**config.mk**
```make
export PLATFORM = sky130hd
export DESIGN_NAME = rr_wide_mux
export DESIGN_NICKNAME = d
export VERILOG_FILES = /design/src/rtl/rr_wide_mux.sv
export SDC_FILE = /design/constraint.sdc
export NUM_CORES = 1
export LEC_CHECK = 0
export ABC_AREA = 1
export BUFFER_PORTS_ARGS = -buffer_cell sky130_fd_sc_hd__buf_2
export CORE_ASPECT_RATIO = 0.7
export CORE_UTILIZATION = 44
export DETAILED_ROUTE_END_ITERATION = 10
export HOLD_SLACK_MARGIN = 0.02
export PLACE_DENSITY = 0.83
export SYNTH_ARGS = -nofsm -noshare
export SYNTH_HDL_FRONTEND = slang
export SYNTH_SLANG_ARGS = --single-unit
```
**constraint.sdc**
```tcl
create_clock -name clk -period 3.3 [get_ports clk]
set_input_delay 0.33 -clock clk [delete_from_list [all_inputs] [get_ports clk]]
set_output_delay 0.33 -clock clk [all_outputs]
set_load 0.05 [all_outputs]
```
**src/rtl/rr_wide_mux.sv**
```systemverilog
// N-channel, WIDTH-bit selector with a single registered output stage and
// valid/ready handshakes; fixed-select or round-robin channel choice.
module rr_wide_mux #(
  parameter int WIDTH = 32,
  parameter int NCH   = 4,
  parameter int SELW  = 2
) (
  input  logic                 clk,
  input  logic                 rst,
  input  logic                 mode,
  input  logic [SELW-1:0]      sel,
  input  logic [NCH*WIDTH-1:0] in_data,
  input  logic [NCH-1:0]       in_valid,
  output logic [NCH-1:0]       in_ready,
  output logic [WIDTH-1:0]     out_data,
  output logic [SELW-1:0]      out_ch,
  output logic                 out_valid,
  input  logic                 out_ready
);

  logic [SELW-1:0]  ptr;
  logic             load;
  logic [NCH-1:0]   fx_grant;
  logic [NCH-1:0]   hi_req;
  logic [NCH-1:0]   rr_req;
  logic [NCH-1:0]   rr_grant;
  logic [NCH-1:0]   grant;
  logic             any_grant;
  logic [SELW-1:0]  gnt_idx;
  logic [WIDTH-1:0] gnt_data;

  // The output register can take a new word whenever it is empty or is
  // being drained in this same cycle.
  assign load = ~out_valid | out_ready;

  // Fixed select: an out-of-range sel matches no channel, so nothing is granted.
  always_comb begin
    // NOTE: every combinational output gets a default first so no path
    // through the block leaves it unassigned, which would infer a latch.
    fx_grant = '0;
    for (int i = 0; i < NCH; i++) begin
      fx_grant[i] = in_valid[i] && (sel == SELW'(i));
    end
  end

  // Round-robin: prefer requesters at or above ptr; if none, wrap to the
  // lowest requester overall. Lowest set bit of the chosen set wins.
  always_comb begin
    hi_req = '0;
    for (int i = 0; i < NCH; i++) begin
      hi_req[i] = in_valid[i] && (SELW'(i) >= ptr);
    end
    rr_req   = (|hi_req) ? hi_req : in_valid;
    rr_grant = '0;
    for (int i = NCH - 1; i >= 0; i--) begin
      if (rr_req[i]) begin
        rr_grant    = '0;
        rr_grant[i] = 1'b1;
      end
    end
  end

  assign grant     = mode ? rr_grant : fx_grant;
  assign any_grant = |grant;

  // grant is one-hot or zero, so an AND-OR select and index encode suffice.
  always_comb begin
    gnt_idx  = '0;
    gnt_data = '0;
    for (int i = 0; i < NCH; i++) begin
      if (grant[i]) begin
        gnt_idx = SELW'(i);
      end
      gnt_data = gnt_data | ({WIDTH{grant[i]}} & in_data[i*WIDTH +: WIDTH]);
    end
  end

  // Reset also masks in_ready so producers never see a handshake that the
  // register would discard.
  assign in_ready = {NCH{load & ~rst}} & grant;

  always_ff @(posedge clk) begin
    // NOTE: state registers use non-blocking assignment so every flop
    // samples pre-edge values regardless of statement order.
    if (rst) begin
      out_valid <= 1'b0;
      out_data  <= '0;
      out_ch    <= '0;
      ptr       <= '0;
    end else if (load) begin
      if (any_grant) begin
        out_data  <= gnt_data;
        out_ch    <= gnt_idx;
        out_valid <= 1'b1;
        if (mode) begin
          ptr <= (gnt_idx == SELW'(NCH - 1)) ? '0 : gnt_idx + SELW'(1);
        end
      end else begin
        out_valid <= 1'b0;
      end
    end
  end

endmodule

```
# Word level (Yosys, flattened, before mapping)
# Index checks and enable logic that the tools add are counted.
# Widths: inputs -> output; s select.
[word_totals]
register_bits = 37
latchBits = 0
ramBits = 0
mem_bits_ro = 0
input_bits = 138
output_inout_bits = 39
elab_cells = 49
mem_count = 0
[op_classes]
add_sub_neg = 1
mul = 0
n_div = 0
n_lt_le_gt_ge = 4
n_eq_ne = 4
shifts = 0
mux = 11
bitwise_logic = 12
reduce_logical = 13
[ops]
columns = ["op", "count"]
rows = [
  ["$and 32x32->32", 4],
  ["$or 32x32->32", 3],
  ["$mux 4", 6],
  ["$logic_and 1x1->1", 8],
  ["$reduce_or 4->1", 2],
  ["$eq 2x2->1 const B", 3],
  ["$mux 2", 3],
  ["$and 4x4->4", 1],
  ["$ge 1x2->1 const A", 2],
  ["$ge 2x2->1 const A", 2],
  ["$reduce_and 3->1", 1],
  ["$add 2x1->2 const B", 1],
  ["$eq 2x1->1 const B", 1],
  ["$logic_not 2->1", 1],
  ["$mux 1", 2],
  ["$not 1->1", 2],
  ["$reduce_and 2->1", 1],
  ["$and 1x1->1", 1],
  ["$or 1x1->1", 1],
]

# Logic depth before layout (Yosys ltp)
[logic_depth]
depth_word = 14
mapped_depth = 15
depth_no_buf = 13

# Worst setup path before layout
# No wires, ideal clock.
[synth_timing]
kind = "register to output"
from = "register ptr[1]"
to = "output port in_ready[0]"
arrival_time_ns = 1.915
t_required_ns = 2.970
setup_slack_ns = 1.055
path_stages_with_launch = 8
path_cell_list = "dfxtp_1 -> nand2_1 -> a21oi_4 -> nand3_4 -> a21oi_4 -> clkbuf_1 -> inv_1 -> nor2_1"
[synth_via]
elab_chain_len = 9
[synth_rtl]
columns = ["item", "line_no", "rtl"]
rows = [
  ["start: declaration", "21", "logic [SELW-1:0] ptr;"],
  ["start signal: assignment", "96", "ptr <= (gnt_idx == SELW'(NCH - 1)) ? '0 : gnt_idx + SELW'(1);"],
  ["$ge 1x2->1 / $ge 2x2->1 (equally long branches)", "51", "hi_req[i] = in_valid[i] && (SELW'(i) >= ptr);"],
  ["$logic_and 1x1->1", "51", ""],
  ["$reduce_or 4->1", "53", "rr_req = (|hi_req) ? hi_req : in_valid;"],
  ["$mux 4 *", "53", ""],
  ["$mux 4 (2 in a row)", "56", "if (rr_req[i]) begin"],
  ["$mux 4 *", "56", ""],
  ["$mux 4 *", "63", "assign grant = mode ? rr_grant : fx_grant;"],
  ["$and 4x4->4 *", "80", "assign in_ready = {NCH{load & ~rst}} & grant;"],
  ["end: declaration", "14", "output logic [NCH-1:0] in_ready,"],
]
# Every way passes the cells marked *; elsewhere a longest branch is shown, timed or not.

# Worst setup path in the final report
[layout_timing]
from = "register ptr[1]"
to = "output port in_ready[1]"
# Same word-level chain as after synthesis.

==> flow_summary.json <==
{
  "min-delay-path-class": "in2reg",
  "clkLatencyLatePin_ns": 0.27,
  "worst_pin_slew_ns": 0.549,
  "critPathMaxStageDelay_ns": 0.39,
  "rr_startpoint": "ptr[1]",
  "drtAntennaViolNets": 0,
  "post-cts-setup-buffers": 0,
  "path_cells": "nor2_1, nand2_1, inv_1, nor2_2, nand3_1, nand2_2, buf_4, inv_1, nor2_1, buf_2",
  "critPathTopFamily": "buffers and inverters",
  "routed.top_layer": "met4",
  "drive_gt1_share_pct": 30.6,
  "period_needed_ns": 2.46,
  "final.period_utilization_pct": 74.6,
  "routed_wl_um": 8530,
  "rsz0062_at_grt": "no",
  "maxCapViolations": 0,
  "hold_viol_final": 0,
  "synth_area_leaders": "nand2_1 (28%), dfxtp_1 (27%), nor2_1 (11%)",
  "power_density_nw_per_um2": 455,
  "seq_area_frac_synth_pct": 26.8,
  "finalSetupViolCount": 0,
  "fin_tns_setup_ns": 0,
  "wl_met2_um": 4000,
  "syn_nets": 630,
  "num-nets-final": 795,
  "synth_top_cell_by_area": "nand2_1",
  "synthCells": 492,
  "start_util_pct": 46.8,
  "die_area_um2": 6600,
  "post-route-util_pct": 63.5,
  "drt_iter0_markers": 140,
  "ys_types": 21,
  "core_area_um2": 5900,
  "nFillCells": 574,
  "grt_overflow": 0,
  "avgSynthCellArea_um2": 5.62,
  "gp_congestion": 0.963,
  "diodes": 0,
  "grt_pass1_vias": 3196,
  "cp.arrival_ns": 2.13,
  "io_pins": 177,
  "critical_path_required_ns": 2.97,
  "fmax_mhz": 406,
  "clkSlewWorstSetupHoldPaths_ns": 0.07,
  "synth_top_area_share_pct": 28.4,
  "fp.dieW_um": 96.7,
  "cts_sinks": 37,
  "die_h_um": 68.3,
  "antenna_found_initial": 0,
  "cts_tree": "built",
  "htreeDepth": 2,
  "drv_slew": 0,
  "cts_hold_buf": 0,
  "end_kind": "output port",
  "cts_buffer_depth": 2,
  "ys_ff_latch": 37,
  "post-route-drc-count": 0,
  "viasPerCell": 4.82,
  "routedLengthMet1_um": 3550,
  "grt_util_all_layers_pct": 25.5,
  "io_buffer_count": 176,
  "slew_headroom_pct": 63.3,
  "cts-root-buf": "clkbuf_8",
  "power_leakage_nw": 2.18,
  "crit_type": "reg2out",
  "num_rows": 23,
  "outcome": "complete, no violations",
  "yosysWarningCount": 0,
  "grt_pass1_wl_um": 13600,
  "crit_start": "ptr[1]",
  "slowest_stage": "dfxtp_1",
  "hpwlAfterDp_um": 6360,
  "drt_pass1_iterations": 4,
  "synthToLayoutAreaGrowth_pct": 35.7,
  "hp-start": "rst",
  "ir_drop_v": 0.000197,
  "startpoint_type": "flip-flop",
  "dr_total_vias": 3527,
  "grt_max_degree": 36,
  "path_buf_inv": 4,
  "numCtsBuffers": 5,
  "cts-resized-gates": 0,
  "routedWlPerCell_um": 11.7,
  "syn_area_um2": 2760,
  "met3_length_um": 777,
  "skew_ns": 0.00293,
  "path_max_fanout": 34
}
[metal layers]
| layer | vias to the layer above | global-route usage (%) |
|---|---|---|
| met1 | 1503 | 28.4 |
| met3 | 24 | 4.80 |
| met2 | 172 | 48.5 |
| li1 | 1828 | - |
| met4 | 0 | 12.3 |
| met5 | - | 0 |
[flip-flops by register name (all words and copies together) (netlist names)]
register,flops
out_valid,1
out_data,32
ptr,2
out_ch,2
[worst register-to-register path, cell delays in order, from the launching register on]
cell	delay (ns)
dfxtp_1	0.39
nand2_1	0.15
nand2_1	0.11
nand3_1	0.07
nand2_1	0.10
inv_1	0.05
nand3_1	0.14
nor2_1	0.08
nor2_2	0.18
nand3_4	0.14
nand2_2	0.45
buf_12	0.27
nand2_1	0.08
nand2_1	0.07
nor2_1	0.04
[cells by family after synthesis]
logic type,after synthesis,synth area share (%)
buf+inv,73,11.7
flops,37,26.8
simple gates,372,58.6
compound gates,10,2.85
[Yosys cell counts (all sizes together)]
library cell  number
clkinv             1
o21ai              1
nand3b            33
nor2              83
nand3             41
nand2            212
nor4               1
o21bai             1
inv               47
dfxtp             37
buf               11
nand4              2
clkbuf            14
a21oi              8
[layout by cell type (no fill, tap or decap), types with 2 or more instances in the layout]
master	synthesis	layout
nand3_4	2	2
a21oi_1	5	5
nand3b_1	33	33
nor2_1	80	80
clkbuf_8	0	6
buf_2	4	176
nand2_2	3	3
nand3_1	39	39
inv_1	47	47
a21oi_4	2	2
nand4_1	2	2
nor2_2	3	3
buf_4	0	6
dfxtp_1	37	37
nand2_1	209	209
[where the power goes]
group	internal [W]	switching (W)
sequential	0.000518	0.0000368
clock	0.000166	0.000146
combinational	0.000260	0.000578
[stage by stage]
step           hold WS, ns  instances  worst slack (ns)  total power (W)  instance area, um2
2_1_floorplan        0.399        492              1.06          0.00118                2760
3_5_place_dp         0.493        725             0.845          0.00140                3660
3_3_place_gp         0.474        725              1.08          0.00138                3660
5_1_grt              0.253        732             0.657          0.00182                3750
6_report             0.265        732             0.838          0.00170                3750
4_1_cts              0.255        732             0.835          0.00172                3750
[cell type report]
| class | instances | area [um2] | area share, % |
|---|---|---|---|
| clock buffers | 7 | 86.3 | 2.30 |
| inverters | 48 | 180 | 4.81 |
| multi-input cells | 382 | 1700 | 45.4 |
| flip-flops and latches | 37 | 741 | 19.8 |
| well taps | 75 | 93.8 | 2.50 |
| repair buffers | 183 | 946 | 25.2 |
[worst paths after layout]
path,to,slack (ns),cells after the start
worst max-delay path,in_ready[1],0.84,10
worst min-delay path,ptr[0],0.27,2
worst max register to register,out_data[7],0.89,14
worst min register to register,out_data[21],0.51,4
(Power assumes the default switching activity.)
